$ cat src/rtl/ahb_to_axi_hs_src.sv
// ---------------------------------------------------------------------------
// ahb_to_axi_hs_src
//
// Source-side 4-phase req/ack handshake controller. It moves one data word at
// a time from the AHB clock domain toward the AXI clock domain. It sits
// directly upstream of the AHB->AXI double synchronizer.
//
// Operation:
//   - A start_i pulse captures data_i into data_o and raises req_o.
//   - data_o is held stable while the destination side samples it.
//   - The returning ack (ack_sync_i, already resynchronised into CLK) first
//     rises. req_o then drops, and the cycle finishes when the ack falls.
//
// Optional feature: define AHBTOAXI_HS_TIMEOUT_EN to add a per-phase timeout.
// When the macro is undefined, REQ and REL wait forever and err_o is held at 0.
//
// Parameters:
//   DATA_W     width of the transferred word
//   TO_CYCLES  cycles allowed per handshake phase in the timeout build (>= 2)
//
// Ports:
//   CLK         in   source-domain clock
//   rst         in   asynchronous reset, active-high
//   start_i     in   single-cycle request to send data_i
//   data_i      in   word to transfer, sampled on accept
//   busy_o      out  handshake in progress; start_i is not accepted
//   drop_o      out  1-cycle pulse: start_i was rejected
//   req_o       out  request level to the destination synchronizer
//   data_o      out  captured word, stable until the next accept
//   ack_sync_i  in   destination ack, already synchronised into CLK
//   done_o      out  1-cycle pulse: 4-phase cycle complete
//   err_o       out  1-cycle pulse: phase timeout (timeout build only)
// ---------------------------------------------------------------------------
module ahb_to_axi_hs_src #(
  parameter int DATA_W    = 32,
  parameter int TO_CYCLES = 1024
) (
  input  logic              CLK,
  input  logic              rst,
  input  logic              start_i,
  input  logic [DATA_W-1:0] data_i,
  output logic              busy_o,
  output logic              drop_o,
  output logic              req_o,
  output logic [DATA_W-1:0] data_o,
  input  logic              ack_sync_i,
  output logic              done_o,
  output logic              err_o
);

  // Catch an invalid timeout budget at elaboration time.
  if (TO_CYCLES < 2) begin : g_bad_to_cycles
    $error("ahb_to_axi_hs_src: TO_CYCLES must be >= 2");
  end

  typedef enum logic [1:0] {
    IDLE = 2'd0,
    REQ  = 2'd1,
    REL  = 2'd2
  } state_t;

  state_t              state_q, state_d;
  logic                req_q, req_d;
  logic                busy_q, busy_d;
  logic                done_q, done_d;
  logic                drop_q, drop_d;
  logic                err_q, err_d;
  logic [DATA_W-1:0]   data_q, data_d;

`ifdef AHBTOAXI_HS_TIMEOUT_EN
  localparam int CNT_W = $clog2(TO_CYCLES);
  localparam logic [CNT_W-1:0] CNT_LAST = CNT_W'(TO_CYCLES - 1);

  logic [CNT_W-1:0] cnt_q, cnt_d;
  // Marks that REQ was left by timeout. A REL reached this way ends with
  // err_o and never reports done_o, even though the ack is already low.
  logic             to_q, to_d;
`endif

  always_comb begin
    state_d = state_q;
    req_d   = req_q;
    busy_d  = busy_q;
    data_d  = data_q;
    done_d  = 1'b0;
    drop_d  = 1'b0;
    err_d   = 1'b0;
`ifdef AHBTOAXI_HS_TIMEOUT_EN
    to_d    = to_q;
`endif

    case (state_q)
      IDLE: begin
        if (start_i) begin
          // An ack still high from an earlier peer cycle would complete the
          // new handshake at once, so the request is refused instead.
          if (!ack_sync_i) begin
            data_d  = data_i;
            req_d   = 1'b1;
            busy_d  = 1'b1;
            state_d = REQ;
          end else begin
            drop_d = 1'b1;
          end
        end
      end

      REQ: begin
        drop_d = start_i;
        if (ack_sync_i) begin
          req_d   = 1'b0;
          state_d = REL;
        end
`ifdef AHBTOAXI_HS_TIMEOUT_EN
        else if (cnt_q == CNT_LAST) begin
          req_d   = 1'b0;
          err_d   = 1'b1;
          to_d    = 1'b1;
          state_d = REL;
        end
`endif
      end

      REL: begin
        drop_d = start_i;
        if (!ack_sync_i) begin
`ifdef AHBTOAXI_HS_TIMEOUT_EN
          done_d = !to_q;
          to_d   = 1'b0;
`else
          done_d = 1'b1;
`endif
          busy_d  = 1'b0;
          state_d = IDLE;
        end
`ifdef AHBTOAXI_HS_TIMEOUT_EN
        else if (cnt_q == CNT_LAST) begin
          err_d   = 1'b1;
          busy_d  = 1'b0;
          to_d    = 1'b0;
          state_d = IDLE;
        end
`endif
      end

      default: begin
        req_d   = 1'b0;
        busy_d  = 1'b0;
        state_d = IDLE;
      end
    endcase
  end

`ifdef AHBTOAXI_HS_TIMEOUT_EN
  // The phase counter restarts on every state change. It saturates so that
  // it can never wrap back to a value below the limit.
  always_comb begin
    cnt_d = cnt_q;
    if (state_d != state_q) begin
      cnt_d = '0;
    end else if (state_q != IDLE && cnt_q != CNT_LAST) begin
      cnt_d = cnt_q + 1'b1;
    end
  end

  always_ff @(posedge CLK or posedge rst) begin
    if (rst) begin
      cnt_q <= '0;
      to_q  <= 1'b0;
    end else begin
      cnt_q <= cnt_d;
      to_q  <= to_d;
    end
  end
`endif

  always_ff @(posedge CLK or posedge rst) begin
    if (rst) begin
      state_q <= IDLE;
      req_q   <= 1'b0;
      busy_q  <= 1'b0;
      done_q  <= 1'b0;
      drop_q  <= 1'b0;
      err_q   <= 1'b0;
      data_q  <= '0;
    end else begin
      state_q <= state_d;
      req_q   <= req_d;
      busy_q  <= busy_d;
      done_q  <= done_d;
      drop_q  <= drop_d;
      err_q   <= err_d;
      data_q  <= data_d;
    end
  end

  assign req_o  = req_q;
  assign busy_o = busy_q;
  assign done_o = done_q;
  assign drop_o = drop_q;
  assign data_o = data_q;
`ifdef AHBTOAXI_HS_TIMEOUT_EN
  assign err_o  = err_q;
`else
  // err_q is never set when the timeout is disabled, so err_o stays low.
  assign err_o  = 1'b0 & err_q;
`endif

endmodule

$ cat config.mk
export PLATFORM = sky130hd
export DESIGN_NAME = ahb_to_axi_hs_src
export DESIGN_NICKNAME = d
export VERILOG_FILES = /design/src/rtl/ahb_to_axi_hs_src.sv
export SDC_FILE = /design/constraint.sdc
export NUM_CORES = 1
export LEC_CHECK = 0
export CORE_UTILIZATION = 45
export DETAILED_ROUTE_END_ITERATION = 7
export GPL_TIMING_DRIVEN = 0
export PLACE_DENSITY = 0.84
export SYNTH_ARGS = -nofsm -noshare
export SYNTH_HDL_FRONTEND = slang
export SYNTH_SLANG_ARGS = --single-unit
$ cat constraint.sdc
create_clock -name CLK -period 2.7 [get_ports CLK]
set_input_delay 0.54 -clock CLK [delete_from_list [all_inputs] [get_ports CLK]]
set_output_delay 0.54 -clock CLK [all_outputs]
set_load 0.02 [all_outputs]
==> flow_summary.rst, run 1 <==
.. list-table::
   :header-rows: 1

   * - Metric
     - Value
   * - Number of nets in the final layout
     - 228
   * - Total of warnings raised by yosys
     - 0
   * - Top cell type's share of synthesized area
     - 0.546
   * - I/O pin cnt
     - 73
   * - DR vias/cell
     - about 4.8
   * - Residual antenna-violating net count after detailed routing
     - 0
   * - Share of layout cells above drive strength 1
     - 0.255
   * - Number of placement rows
     - 22
   * - Hold_ws
     - around 0.44 ns
   * - Post-synthesis register bit count
     - 38
   * - Average wire per cell in the routed design
     - 15.6 um
   * - Synthesized area divided by synthesized cell count
     - between 15 and 20 um2
   * - Setup slack of the most critical reg-to-reg path
     - 0.82 ns
   * - Worst Skew
     - 0.00282 ns
   * - Global routing usage summed across all routing layers
     - 0.196
   * - Bufs on Longest Clock Path
     - 2
   * - CTS tree
     - yes
   * - Sequential cell area fraction in the yosys report
     - 0.546
   * - Kind of capture point of the worst setup path
     - flop
   * - Required time at the endpoint of the critical path
     - about 2.9 ns
   * - Area of the die
     - ~4100 um2
   * - Syn-to-layout area delta
     - 49.7%
   * - Worst-Skew Late Latency
     - 0.28 ns
   * - Post-synth design cell area
     - 1740 um2
   * - Sinks on Clock Net
     - 38
   * - Final Hold Fails
     - 0
   * - Post-CTS sizing
     - 0
   * - Via count
     - 1139
   * - Arrival time of the worst setup path
     - 2.05 ns
   * - VDD IR-drop max
     - 0.602 mV
   * - Cell with the most instances after synthesis
     - sky130_fd_sc_hd__dfrtp_1
   * - DRT Pass-1 Iters
     - 4
   * - F_max
     - 532 MHz
   * - Max-slew headroom
     - 0.482
   * - Clock transition at the registers of the reported paths
     - around 0.07 ns
   * - Leading post-synthesis cells by cell area
     - sky130_fd_sc_hd__dfrtp_1 55%, sky130_fd_sc_hd__mux2_4 26%, sky130_fd_sc_hd__ha_1 3.6%
   * - Register area
     - 951 um2
   * - Routed wire length
     - around 3700 um
   * - Most instantiated flip-flop cell in the synthesis netlist
     - sky130_fd_sc_hd__dfrtp_1
   * - Endpoints failing setup
     - 0
   * - Vertical die dimension
     - about 64 um
   * - Synth unique cells
     - 21
   * - Overall power after layout
     - 3100 uW
   * - Kind of start point of the critical path
     - flop
   * - Starting density of the core
     - 0.473
   * - Yosys top cell by area
     - sky130_fd_sc_hd__dfrtp_1
   * - Total leakage power
     - 0.00122 uW
   * - Number of antenna violations at the first check in global routing
     - 0
   * - Hold_buf cts
     - 0
   * - Placed wire-length estimate after detailed placement
     - between 2000 and 3000 um
   * - Post-Route Setup TNS
     - 0 ns
   * - RePlAce Congestion
     - 0.864
   * - Outcome
     - finished clean
   * - Vias in the first global route
     - approximately 1.2k
   * - Class of the worst hold path
     - primary input to flop
   * - Cells after synthesis
     - 110
   * - Synth top cells by count
     - 38 x sky130_fd_sc_hd__dfrtp_1, 30 x sky130_fd_sc_hd__mux2_4, 6 x sky130_fd_sc_hd__inv_1, 6 x sky130_fd_sc_hd__o21ai_0
   * - Filler cells
     - 267
   * - Largest net degree at the start of global routing
     - 39
   * - Wire length of the first global-routing pass
     - 5920 um
   * - Final Cell Area
     - ~2600 um2
   * - DRC viols
     - 0
   * - Library cell used as clock root buffer
     - sky130_fd_sc_hd__clkbuf_8
   * - Count of port buffers added during placement
     - 70
   * - Number of H-tree branching levels
     - 2
   * - GRT overflow
     - 0
   * - Combined area of the multi-input logic cells
     - 679 um2
   * - Share of async-settable or async-resettable flops after synthesis
     - 1.00
   * - Setup repair bufs after CTS
     - 0
   * - Die boundary width
     - around 64 um
   * - Post-route fraction of the period consumed by the critical path
     - 0.696
   * - Number of enable-type register cells in the synthesized netlist
     - 0
   * - Number of nets in the synthesized netlist
     - 151
   * - CORE AREA
     - ~3700 um2
   * - Transition time at the pin with the least slew margin
     - 0.775 ns
   * - Clock buffer count from CTS
     - 5
   * - Kind of critical path
     - flop to flop
   * - Maximum capacitance violations
     - 0
   * - Maximum net fanout on the critical path
     - 10
   * - RSZ-0062 raised after global routing
     - false
   * - Dpl cell area
     - 2500 um2
   * - Final Critical Period
     - between 1.5 and 2 ns
   * - Cell area power density
     - 1190 nW/um2
   * - Max Slew Vio Count
     - 0
   * - Diode count
     - 0
   * - Violation count after the first detailed-routing iteration
     - 44
-- kinds of logic after synthesis --
| group | count (synthesis) | synth area share |
|---|---|---|
| adder cells (fa/ha/maj) | 5 | 0.0359 |
| AO/OA/AOI/OAI | 13 | 0.0431 |
| buffers and inverters | 12 | 0.0646 |
| multiplexers | 32 | 0.271 |
| flip-flops | 38 | 0.546 |
| other | 1 | 0.00215 |
| AND/OR/NAND/NOR | 9 | 0.0373 |
-- per-stage QoR --
| step | worst slack, ns | std cells | utilization |
|---|---|---|---|
| 2_1_floorplan | 1.02 | 110 | - |
| 3_3_place_gp | 0.562 | 228 | 0.679 |
| 3_5_place_dp | 0.460 | 228 | 0.679 |
| 4_1_cts | 0.790 | 236 | 0.708 |
| 5_1_grt | 0.736 | 236 | 0.708 |
| 6_report | 0.820 | 236 | 0.708 |
-- final timing paths --
kind                       depth (start not counted)              startpoint                     end
max                                                7  state_q[1]$_DFFE_PP0P_   data_o[5]$_DFFE_PP0P_
min in group asynchronous                          2                     rst   data_o[2]$_DFFE_PP0P_
max reg2reg                                        7  state_q[1]$_DFFE_PP0P_   data_o[5]$_DFFE_PP0P_
max in group asynchronous                          2                     rst  data_o[14]$_DFFE_PP0P_
min                                                2              ack_sync_i        done_o$_DFF_PP0_
min reg2reg                                        1  data_o[11]$_DFFE_PP0P_  data_o[11]$_DFFE_PP0P_
-- state kept, by name, indices dropped and copies added, names as in the netlist --
register	count
req_o	1
busy_o	1
drop_o	1
data_o	32
done_o	1
state_q	2
-- layer usage --
| layer | up-vias | GRT usage | part of all wire |
|---|---|---|---|
| li1 | 525 | - | - |
| met1 | 556 | 0.222 | 0.40 |
| met2 | 47 | 0.336 | 0.51 |
| met3 | 11 | 0.0518 | 0.057 |
| met4 | 0 | 0.106 | 0.034 |
| met5 | - | 0 | 0 |
-- critical path, cell delays in order, from the launching register on --
cell and delay, ns:
sky130_fd_sc_hd__dfrtp_1 0.43, sky130_fd_sc_hd__inv_1 0.13, sky130_fd_sc_hd__ha_1 0.29, sky130_fd_sc_hd__inv_1 0.08
sky130_fd_sc_hd__or2_1 0.24, sky130_fd_sc_hd__buf_6 0.14, sky130_fd_sc_hd__buf_12 0.15, sky130_fd_sc_hd__mux2_4 0.30
-- where the power goes --
part | switching (uW) | internal (uW) | total [uW]
Combinational | 699 | 932 | 1630
Sequential | 162 | 850 | 1010
Clock | 184 | 276 | 460
Total | 1040 | 2060 | 3100
-- cell usage in the layout, fill, tap and decap left out, drive strengths merged --
master / instances
clkbuf: 7
o21ai: 6
dfrtp: 38
mux2: 32
bufinv: 1
or2: 1
nand2: 1
a21oi: 5
a221o: 1
nor2b: 1
nor3b: 2
ha: 5
nand2b: 1
a22o: 1
clkdlybuf4s50: 70
nand3b: 1
nor2: 1
inv: 6
conb: 1
and2b: 1
buf: 6
-- area by class of cell --
class / count / share of cell area
sequential: 38 / 0.364
timing repair buffer: 70 / 0.268
multi-input combinational: 60 / 0.260
buffer: 6 / 0.0345
clock buffer: 7 / 0.0292
tap: 48 / 0.0230
clock inverter: 1 / 0.0115
inverter: 6 / 0.00863
Note: power is estimated with default switching activity, not from simulation.
==> inputs of run 2 (changes only) <==
--- a/config.mk
+++ b/config.mk
@@ -5,10 +5,10 @@
 export SDC_FILE = /design/constraint.sdc
 export NUM_CORES = 1
 export LEC_CHECK = 0
-export CORE_UTILIZATION = 45
+export CORE_UTILIZATION = 42
 export DETAILED_ROUTE_END_ITERATION = 7
 export GPL_TIMING_DRIVEN = 0
-export PLACE_DENSITY = 0.84
+export PLACE_DENSITY = 0.79
 export SYNTH_ARGS = -nofsm -noshare
 export SYNTH_HDL_FRONTEND = slang
 export SYNTH_SLANG_ARGS = --single-unit
==> constraint.sdc (replaced) <==
create_clock -name CLK -period 1.8 [get_ports CLK]
set_input_delay 0.36 -clock CLK [delete_from_list [all_inputs] [get_ports CLK]]
set_output_delay 0.36 -clock CLK [all_outputs]
set_load 0.02 [all_outputs]
==> run 2 against run 1 <==
Against the previous run: flip-flop and latch count unchanged; sequential power up 52%; final cell count rose by 0.85%; sequential share of layout area is 0.64 points lower; non-clock buffer count is the same.
==> flow_summary.rst, run 2 (synthesized netlist as in run 1, its figures left out) <==
.. list-table::
   :header-rows: 1

   * - Metric
     - Value
   * - Outcome
     - finished clean
   * - Die boundary width
     - 66.4 um (+3.4%)
   * - Final Critical Period
     - 1.72 ns (-0.159 ns)
   * - Area of the die
     - 4410 um2 (+6.9%)
   * - Logic pwr share
     - 0.503 (-0.023)
   * - CTS tree
     - yes
   * - Number of antenna violations at the first check in global routing
     - 0 (unchanged)
   * - Number of standard cells in the final layout excluding fillers
     - 238 (+0.85%)
   * - RSZ-0062 raised after global routing
     - false
   * - Largest net degree at the start of global routing
     - 39 (unchanged)
   * - Transition time at the pin with the least slew margin
     - 0.766 ns (-0.00907 ns)
   * - Required time at the endpoint of the critical path
     - 1.97 ns (-0.90 ns)
   * - DR vias/cell
     - 4.69 (-2.8%)
   * - I/O pin cnt
     - 73 (unchanged)
   * - Number of H-tree branching levels
     - 2 (unchanged)
   * - RePlAce Congestion
     - 0.770 (-11%)
   * - Total leakage power
     - 0.00124 uW (+1.3%)
   * - Global routing usage summed across all routing layers
     - 0.188 (-0.00792)
   * - Class of the worst hold path
     - primary input to flop
   * - Bufs on Longest Clock Path
     - 2 (unchanged)
   * - Utilization after layout
     - 0.666 (-0.0417)
   * - Highest-count cells in the layout ignoring fill and taps
     - 70 x sky130_fd_sc_hd__clkdlybuf4s50_1, 36 x sky130_fd_sc_hd__dfrtp_1, 30 x sky130_fd_sc_hd__mux2_4
   * - Fraction of power spent switching nets
     - 0.323 (-0.0137)
   * - Wire length of the first global-routing pass
     - 5970 um (+0.81%)
   * - Maximum capacitance violations
     - 0 (unchanged)
   * - Setup repair bufs after CTS
     - 0 (unchanged)
   * - Number of placement rows
     - 23 (+4.5%)
   * - Cell chain of the critical path
     - inv_2, ha_4, inv_1, or2_1, buf_6, buf_12, mux2_4
   * - Worst Skew
     - 0.00298 ns (+0.000155 ns)
   * - Worst-Skew Late Latency
     - 0.28 ns (about the same)
   * - Average wire per cell in the routed design
     - 15.3 um (-2.0%)
   * - F_max
     - 581 MHz (+9.2%)
   * - Fraction of power consumed by the clock network
     - 0.181 (+0.033)
   * - Max Slew Vio Count
     - 0 (unchanged)
   * - Kind of critical path
     - flop to flop
   * - Cell area power density
     - 1820 nW/um2 (+53%)
   * - Number of nets in the final layout
     - 228 (unchanged)
   * - Routed wire length
     - 3650 um (-1.1%)
   * - Share of layout cells above drive strength 1
     - 0.293 (+0.0372)
   * - Count of port buffers added during placement
     - 70 (unchanged)
   * - Max-slew headroom
     - 0.488 (+0.00605)
   * - Sw Pwr
     - 1570 uW (+50%)
   * - Beginning of the worst register-to-register path
     - state_q[1]$_DFFE_PP0P_
   * - Kind of start point of the critical path
     - flop
   * - Vertical die dimension
     - 66.4 um (+3.4%)
   * - Maximum net fanout on the critical path
     - 10 (unchanged)
   * - Most common library cell in the layout ignoring fill and taps
     - sky130_fd_sc_hd__clkdlybuf4s50_1
   * - Largest register FFs
     - 32 (unchanged)
   * - DRC viols
     - 0 (unchanged)
   * - Final Hold Fails
     - 0 (unchanged)
   * - Clock transition at the registers of the reported paths
     - 0.07 ns (about the same)
   * - Diode count
     - 0 (unchanged)
   * - Starting density of the core
     - 0.436 (-0.0368)
   * - Library cell used as clock root buffer
     - sky130_fd_sc_hd__clkbuf_8
   * - Syn-to-layout area delta
     - 52.8%
   * - Placed wire-length estimate after detailed placement
     - 2650 um (-1.3%)
   * - DRT Pass-1 Iters
     - 4 (unchanged)
   * - Via count
     - 1117 (-1.9%)
   * - Kind of capture point of the worst setup path
     - flop
   * - GRT overflow
     - 0 (unchanged)
   * - Critical path origin
     - state_q[1]$_DFFE_PP0P_
   * - Vias in the first global route
     - 1207 (-1.6%)
   * - Post-route fraction of the period consumed by the critical path
     - 0.956 (+0.260)
   * - Dpl cells
     - 230 (+0.88%)
   * - CORE AREA
     - 4000 um2 (+8.4%)
   * - Sinks on Clock Net
     - 38 (unchanged)
   * - VDD IR-drop max
     - 0.949 mV (+58%)
   * - Design internal power
     - 3290 uW (+60%)
   * - Arrival time of the worst setup path
     - 1.89 ns (-0.16 ns)
   * - Endpoints failing setup
     - 0 (unchanged)
   * - Peak per-stage delay on the critical path
     - 0.45 ns (+0.02 ns)
   * - Hold_sp
     - ack_sync_i
   * - Max stage delay cell, worst path
     - sky130_fd_sc_hd__dfrtp_2
   * - Violation count after the first detailed-routing iteration
     - 61 (+39%)
   * - Clock buffer count from CTS
     - 5 (unchanged)
   * - Register share of total power
     - 0.316 (-0.010)
   * - Residual antenna-violating net count after detailed routing
     - 0 (unchanged)
run 2: layout make-up:
type,count,area [um2]
fillers,289,1340
flip-flops and latches,38,953
repair buffers,70,701
multi-input cells,60,692
plain buffers,6,90.1
clock buffers,6,82.6
well taps,50,62.6
clock inverters,2,60.1
inverters,6,22.5
run 2: final timing paths:
path | to | slack (ns) | cells after the start
max | data_o[17]$_DFFE_PP0P_ | 0.08 | 7
min | done_o$_DFF_PP0_ | 0.26 | 2
max reg2reg | data_o[17]$_DFFE_PP0P_ | 0.08 | 7
min reg2reg | data_o[25]$_DFFE_PP0P_ | 0.51 | 1
max in group asynchronous | state_q[0]$_DFFE_PP0P_ | 0.71 | 2
min in group asynchronous | data_o[30]$_DFFE_PP0P_ | 0.55 | 2
run 2: power by group through the flow:
stage                     clock network (uW)  logic [uW]  registers [uW]
after floorplan                            0         888            2010
after global placement                     0        2370            1500
after detailed placement                   0        2420            1540
after CTS                                909        2460            1530
after global routing                     958        2590            1590
final                                    878        2440            1540
run 2: stage by stage:
stage                     worst slack, ns  hold slack, ns  power (uW)  setup TNS [ns]  area (um2)
after floorplan                     0.123           0.509        2900               0        1740
after global placement             -0.168           0.491        3870           -9.72        2510
after detailed placement           -0.257           0.492        3960          -14.33        2510
after CTS                          0.0152           0.251        4900               0        2660
after global routing              0.00173           0.256        5150               0        2660
final                              0.0789           0.264        4860               0        2660
run 2: timing repair:
action	in CTS	in global routing
hold endpoints to repair	0	0
resized for setup	2	4
hold buffers	0	0
endpoints found under the setup margin	30	30
run 2: critical path: cells and delay by family (launching register included):
kind / cells / cell delay, ns
buffers and inverters: 4 / 0.47
multiplexers: 1 / 0.30
flip-flops: 1 / 0.45
AND/OR/NAND/NOR: 1 / 0.24
adder cells (fa/ha/maj): 1 / 0.17
run 2: layer usage:
layer / wire, um / GRT usage / up-vias
li1: - / - / 523
met1: 1550 / 0.223 / 541
met2: 1800 / 0.315 / 48
met3: 253 / 0.0603 / 5
met4: 51 / 0.0718 / 0
met5: 0 / 0 / -
